--- src/rtl/trans_pkg.sv ---
// Shared definitions for the transfer address generator: opcode, instruction
// field layout, FSM state type and the port strobe helper.
package trans_pkg;

    localparam logic [2:0] OP_TRANS = 3'b000;

    localparam int OPC_LSB  = 24;
    localparam int OPC_W    = 3;
    localparam int ADDR_LSB = 12;
    localparam int ADDR_W   = 12;
    localparam int LEN_LSB  = 6;
    localparam int LEN_W    = 6;
    localparam int PORT_LSB = 4;
    localparam int PORT_W   = 2;

    typedef enum logic [1:0] {
        IDLE = 2'd0,
        RUN  = 2'd1,
        DONE = 2'd2
    } state_t;

    function automatic logic [3:0] port_onehot(input logic [PORT_W-1:0] port);
        logic [3:0] strobe;
        case (port)
            2'd0:    strobe = 4'b0001;
            2'd1:    strobe = 4'b0010;
            2'd2:    strobe = 4'b0100;
            2'd3:    strobe = 4'b1000;
            default: strobe = 4'b0000;
        endcase
        return strobe;
    endfunction

endpackage

--- src/rtl/trans_inst_decode.sv ---
// Combinational instruction field slicer with legal-opcode flag.
// The reserved low bits are deliberately not decoded.
module trans_inst_decode
    import trans_pkg::*;
#(
    parameter int INST_WIDTH = 27,
    parameter int ADDR_WIDTH = 12,
    parameter int LEN_WIDTH  = 6
) (
    input  logic [INST_WIDTH-1:0] inst,
    output logic [OPC_W-1:0]      opcode,
    output logic [ADDR_WIDTH-1:0] addr,
    output logic [LEN_WIDTH-1:0]  length,
    output logic [PORT_W-1:0]     port,
    output logic                  legal
);

    assign opcode = inst[OPC_LSB +: OPC_W];
    assign addr   = inst[ADDR_LSB +: ADDR_WIDTH];
    assign length = inst[LEN_LSB +: LEN_WIDTH];
    assign port   = inst[PORT_LSB +: PORT_W];
    assign legal  = (opcode == OP_TRANS);

endmodule

--- src/rtl/trans_addr_gen.sv ---
// Transfer address generator: accepts an instruction and emits one address
// beat per cycle on a one-hot port. Optional macro TRANS_QUEUE_EN adds a
// one-entry pending instruction register so transfers can run back to back.
module trans_addr_gen
    import trans_pkg::*;
#(
    parameter int INST_WIDTH = 27,
    parameter int ADDR_WIDTH = 12,
    parameter int LEN_WIDTH  = 6
) (
    input  logic                  clk,
    input  logic                  rstn,
    input  logic [INST_WIDTH-1:0] inst,
    input  logic                  inst_valid,
    output logic                  inst_ready,
    output logic [ADDR_WIDTH-1:0] mem_addr,
    output logic [3:0]            mem_en,
    output logic                  mem_last,
    output logic                  busy,
    output logic                  done,
    output logic                  err
);

    localparam logic [LEN_WIDTH-1:0] LEN_ONE  = {{(LEN_WIDTH-1){1'b0}}, 1'b1};
    localparam logic [LEN_WIDTH-1:0] LEN_ZERO = {LEN_WIDTH{1'b0}};

    state_t                  state_r;
    logic [ADDR_WIDTH-1:0]   base_r;
    logic [LEN_WIDTH-1:0]    len_r;
    logic [LEN_WIDTH-1:0]    beat_r;
    logic [ADDR_WIDTH-1:0]   mem_addr_r;
    logic [3:0]              mem_en_r;
    logic                    mem_last_r;
    logic                    done_r;
    logic                    err_r;

    logic [INST_WIDTH-1:0]   dec_in_s;
    logic                    disp_s;
    logic [OPC_W-1:0]        dec_opcode_s;
    logic [ADDR_WIDTH-1:0]   dec_addr_s;
    logic [LEN_WIDTH-1:0]    dec_len_s;
    logic [PORT_W-1:0]       dec_port_s;
    logic                    dec_legal_s;
    logic [LEN_WIDTH-1:0]    beat_next_s;

`ifdef TRANS_QUEUE_EN
    logic                    pend_valid_r;
    logic [INST_WIDTH-1:0]   pend_inst_r;
    logic                    accept_s;
    logic                    from_pend_s;

    // Select the dispatch source: a pending entry always wins at DONE.
    always_comb begin
        accept_s    = inst_valid && !pend_valid_r;
        from_pend_s = pend_valid_r && (state_r == DONE);
        dec_in_s    = inst;
        disp_s      = 1'b0;
        if (from_pend_s) begin
            dec_in_s = pend_inst_r;
            disp_s   = 1'b1;
        end else if (accept_s && (state_r != RUN)) begin
            disp_s   = 1'b1;
        end else begin
            disp_s   = 1'b0;
        end
    end

    // Pending register captures instructions accepted while a beat stream runs.
    always_ff @(posedge clk or negedge rstn) begin
        if (!rstn) begin
            pend_valid_r <= 1'b0;
            pend_inst_r  <= {INST_WIDTH{1'b0}};
        end else if (accept_s && (state_r == RUN)) begin
            pend_valid_r <= 1'b1;
            pend_inst_r  <= inst;
        end else if (from_pend_s) begin
            pend_valid_r <= 1'b0;
        end
    end

    assign inst_ready = !pend_valid_r;
`else
    // Without the queue only IDLE may take a new instruction.
    always_comb begin
        dec_in_s = inst;
        if (inst_valid && (state_r == IDLE)) begin
            disp_s = 1'b1;
        end else begin
            disp_s = 1'b0;
        end
    end

    assign inst_ready = (state_r == IDLE);
`endif

    trans_inst_decode #(
        .INST_WIDTH (INST_WIDTH),
        .ADDR_WIDTH (ADDR_WIDTH),
        .LEN_WIDTH  (LEN_WIDTH)
    ) u_decode (
        .inst   (dec_in_s),
        .opcode (dec_opcode_s),
        .addr   (dec_addr_s),
        .length (dec_len_s),
        .port   (dec_port_s),
        .legal  (dec_legal_s)
    );

    assign beat_next_s = beat_r + LEN_ONE;

    // Main FSM; every output is a register so beats appear the cycle after dispatch.
    always_ff @(posedge clk or negedge rstn) begin
        if (!rstn) begin
            state_r    <= IDLE;
            base_r     <= {ADDR_WIDTH{1'b0}};
            len_r      <= LEN_ZERO;
            beat_r     <= LEN_ZERO;
            mem_addr_r <= {ADDR_WIDTH{1'b0}};
            mem_en_r   <= 4'b0000;
            mem_last_r <= 1'b0;
            done_r     <= 1'b0;
            err_r      <= 1'b0;
        end else begin
            done_r <= 1'b0;
            err_r  <= 1'b0;
            case (state_r)
                RUN: begin
                    if (mem_last_r) begin
                        state_r    <= DONE;
                        mem_en_r   <= 4'b0000;
                        mem_last_r <= 1'b0;
                        done_r     <= 1'b1;
                    end else begin
                        beat_r     <= beat_next_s;
                        mem_addr_r <= base_r + ADDR_WIDTH'(beat_next_s);
                        mem_last_r <= (beat_next_s == (len_r - LEN_ONE));
                    end
                end
                IDLE, DONE: begin
                    if (disp_s && !dec_legal_s) begin
                        state_r <= IDLE;
                        err_r   <= 1'b1;
                    end else if (disp_s && (dec_len_s == LEN_ZERO)) begin
                        state_r <= DONE;
                        done_r  <= 1'b1;
                    end else if (disp_s) begin
                        state_r    <= RUN;
                        base_r     <= dec_addr_s;
                        len_r      <= dec_len_s;
                        beat_r     <= LEN_ZERO;
                        mem_addr_r <= dec_addr_s;
                        mem_en_r   <= port_onehot(dec_port_s);
                        mem_last_r <= (dec_len_s == LEN_ONE);
                    end else begin
                        state_r <= IDLE;
                    end
                end
                default: begin
                    state_r    <= IDLE;
                    mem_en_r   <= 4'b0000;
                    mem_last_r <= 1'b0;
                end
            endcase
        end
    end

    assign mem_addr = mem_addr_r;
    assign mem_en   = mem_en_r;
    assign mem_last = mem_last_r;
    assign busy     = (state_r != IDLE);
    assign done     = done_r;
    assign err      = err_r;

endmodule

--- config.mk ---
export PLATFORM = sky130hd
export DESIGN_NAME = trans_addr_gen
export DESIGN_NICKNAME = d
export VERILOG_FILES = /design/src/rtl/trans_pkg.sv /design/src/rtl/trans_inst_decode.sv /design/src/rtl/trans_addr_gen.sv
export SDC_FILE = /design/constraint.sdc
export NUM_CORES = 1
export LEC_CHECK = 0
export ABC_CLOCK_PERIOD_IN_PS = 2880
export CORE_ASPECT_RATIO = 0.6
export CORE_UTILIZATION = 35
export CTS_BUF_LIST = sky130_fd_sc_hd__clkbuf_8 sky130_fd_sc_hd__clkbuf_16
export CTS_CLUSTER_DIAMETER = 50
export DETAILED_ROUTE_END_ITERATION = 10
export HOLD_SLACK_MARGIN = 0.12
export PLACE_DENSITY = 0.63
export SYNTH_ARGS = -nofsm -noshare
export SYNTH_HDL_FRONTEND = slang
export SYNTH_SLANG_ARGS = --single-unit
--- constraint.sdc ---
create_clock -name clk -period 2.88 [get_ports clk]
set_clock_uncertainty 0.15 [all_clocks]
set_input_delay 0.576 -clock clk [delete_from_list [all_inputs] [get_ports clk]]
set_output_delay 0.576 -clock clk [all_outputs]
set_load 0.01 [all_outputs]
==> run_results.csv <==
group,metric,value,unit
setup_path,slowest_stage,"dfrtp_1",
clock_tree,htreeDepth,2,
finish,antennaDiodeCount,0,
timing,tns,0,ns
hold_path,hold_class,"input pin to asynchronous set/reset pin",
clock_tree,clockBufferDepth,2,
floorplanning,die_x,112,um
setup_path,rrSetupSlack,0.19,ns
synthesis,synth.area.mux_share,6.69,%
synthesis,synth_xor_area_share,5.81,%
drt,wl_per_cell,14.2,um
finish,drive_gt1_share,13.3,%
power_and_ir_drop,p_leak,0.00155,uW
setup_path,cp_max_fo,6,
setup_path,crit_path_end_kind,"flip-flop",
synthesis,synth_cell_types,52,
place,placed_area,0.00322,mm^2
drt,vias,2085,
floorplanning,core,0.00688,mm^2
grt,grt_util_all_layers,17.2,%
setup_path,startpoint,"beat_r[0]",
synthesis,yosysWarnings,0,
finish,post-route-cell-area,0.00336,mm^2
place,dp_hpwl,4480,um
place,gp_congestion,0.826,
floorplanning,num_io_pins,51,
setup_path,cp_num_buf_inv,2,
synthesis,ys_seq_area_share,44.0,%
clock_tree,clk_pin_slew,0.06,ns
clock_tree,numCtsBuffers,5,
drt,viasPerCell,5.00,
clock_tree,cts_tree,"done",
setup_path,path_common_cell,"ha_1",
timing,period_share,93.5,%
synthesis,synthArstFlopShare,100,%
drt,drt_iter0_drc,103,
drt,drc,0,
floorplanning,start_util,37.2,%
synthesis,synth_fp_nets,310,
clock_tree,clockRootBuffer,"clkbuf_16",
setup_path,worst_ep_required_time,2.94,ns
power_and_ir_drop,p_total,3720,uW
power_and_ir_drop,ir_drop,431,uV
job,cap_violations,0,
setup_path,crit_path_cell_trace,"ha_1 -> nand3_1 -> xor2_1 -> inv_1 -> ha_1 -> nand4_1 -> buf_4 -> a211o_1 -> a41o_1 -> o21ai_0",
synthesis,synth-simple-area-share,20.8,%
clock_tree,cts_setup_buffers,0,
grt,grt-ovfl-total,0,
grt,grt_max_degree,46,
clock_tree,cts.sinks,45,
floorplanning,die-area,0.00767,mm^2
setup_path,r2r-start,"beat_r[0]",
timing,maxSlewHeadroom,52.8,%
drt,dr.pass1.iters,4,
grt,grt_antenna_before_repair,0,
drt,final_antenna_net_count,0,
timing,hold_viol_final,0,
timing,period_needed,2.69,ns
place,port-buffer-count,46,
outcome,status,"completed",
synthesis,synthCells,269,
power_and_ir_drop,power.density,1110,mW/mm^2
synthesis,synth_edf_count,0,
synthesis,synthTopCellsByCount,"nand2_1, dfrtp_1, o21ai_0",
setup_path,reg2reg_depth,10,
synthesis,synth_ff_type,"dfrtp_1",
timing,tightest_slew,0.703,ns
setup_path,start_kind,"flip-flop",
floorplanning,die_h,68.3,um
finish,syn2layout_area_growth,31.1,%
synthesis,synthAdderAreaFrac,5.67,%
timing,max_freq,0.371,GHz
synthesis,synth_top_area_share,44.0,%
synthesis,ys_seq_elements,45,
finish,fin_nets,371,
synthesis,synth_top_area_cell,"dfrtp_1",
grt,grt_pass1_wl,9970,um
floorplanning,rows,23,
timing,whs,0.230,ns
synthesis,yosys.cell_count.top_type,"nand2_1",
setup_path,crit_arrival,2.75,ns
timing,rsz0062_at_grt,"no",
clock_tree,ctsResizeCount,0,
synthesis,avgSynthCellArea,9.52,um^2
setup_path,max_stage_delay,0.44,ns
timing,setup_viol,0,
setup_path,worstReg2RegEnd,"mem_addr[9]",
drt,routed_wirelength,5910,um
timing,slew_violations,0,
setup_path,path_class,"flip-flop to flip-flop",
clock_tree,clk_latency,0.28,ns
synthesis,synth_top_family_by_area,"simple AND/OR/NAND/NOR gates",
synthesis,ys_top_cells_by_area,"dfrtp_1, nand2_1, ha_1, o21ai_0, mux2_2",
clock_tree,cts_hold_buf,0,
setup_path,cp_top_family,"adder cells",
synthesis,synth_compound_area_share,13.4,%
synthesis,syn_area,0.00256,mm^2
grt,first_global_vias,1962,
==> through the flow <==
stage | instances | worst slack (ns) | util, %
finish | 417 | 0.187 | 48.8
global route | 417 | 0.0314 | 48.8
CTS | 417 | 0.137 | 48.8
detailed placement | 410 | -0.0516 | 46.8
global placement | 410 | -0.0143 | 46.8
floorplan | 269 | 0.393 | -
==> worst max path at each step <==
stage / to / slack [ns] / cells after the start
finish: mem_addr[9] / 0.19 / 10
global route: mem_addr[9] / 0.03 / 10
CTS: mem_addr[5] / 0.14 / 9
detailed placement: base_r[4] / -0.05 / 5
global placement: base_r[0] / -0.01 / 5
floorplan: mem_addr[5] / 0.39 / 9
==> per-layer routing <==
layer | routed length (um) | vias up | GRT usage (%)
met2 | 2390 | 29 | 24.4
met3 | 193 | 5 | 4.34
met4 | 46 | 0 | 4.50
li1 | - | 1064 | -
met5 | 0 | - | 0
met1 | 3280 | 987 | 25.6
==> sequential cells by signal, indices dropped and copies added, names as in the netlist <==
register,cells
mem_en,4
beat_r,6
base_r,12
mem_last,1
len_r,6
done,1
err,1
state_r,2
mem_addr,12
==> cells by family (layout without fill, tap and decap cells) <==
group / Yosys count / after routing
simple gates: 109 / 109
compound gates: 52 / 52
flops: 45 / 45
buf+inv: 19 / 80
xor+xnor: 17 / 17
mux: 16 / 16
fa+ha+maj: 11 / 11
==> report_power, final <==
part | switching (uW) | total (uW) | internal (uW)
Sequential | 259 | 1180 | 924
Clock | 228 | 565 | 337
Combinational | 960 | 1970 | 1010
Total | 1450 | 3720 | 2270
==> layout make-up <==
type / instances / area (um^2)
Clock inverter: 1 / 3.75
Clock buffer: 6 / 139
Tap cell: 87 / 109
Multi-Input combinational cell: 205 / 1340
Sequential cell: 45 / 1130
Fill cell: 669 / 3520
Timing Repair Buffer: 64 / 603
Inverter: 9 / 36.3
==> placed cells by master (no fill, tap or decap), types with 2 or more instances in the layout <==
cell type and instances:
nor3b_1 7, nand2_1 51, mux2_2 9, nor2_1 11
or3_1 3, and3b_1 2, o21ai_2 3, nor3_1 11
a21oi_1 9, buf_4 17, nand3_1 8, clkdlybuf4s50_1 45
o21ai_0 21, nand3b_1 2, clkbuf_16 5, a21o_1 4
inv_1 9, nor2b_1 3, mux2i_1 7, dfrtp_1 45
xor2_1 7, nand4_1 2, xnor2_1 10, ha_1 10
==> worst reg2reg max path, delay by kind of cell (launching register included) <==
kind | cells | cell delay, ns
AOI/OAI and AO/OA | 3 | 0.62
buffers and inverters | 2 | 0.25
and+or+nand+nor | 2 | 0.28
DFF | 1 | 0.44
xor gates and xnor gates | 1 | 0.24
adders and majority gates | 2 | 0.64
Note: power is estimated with default switching activity, not from simulation.
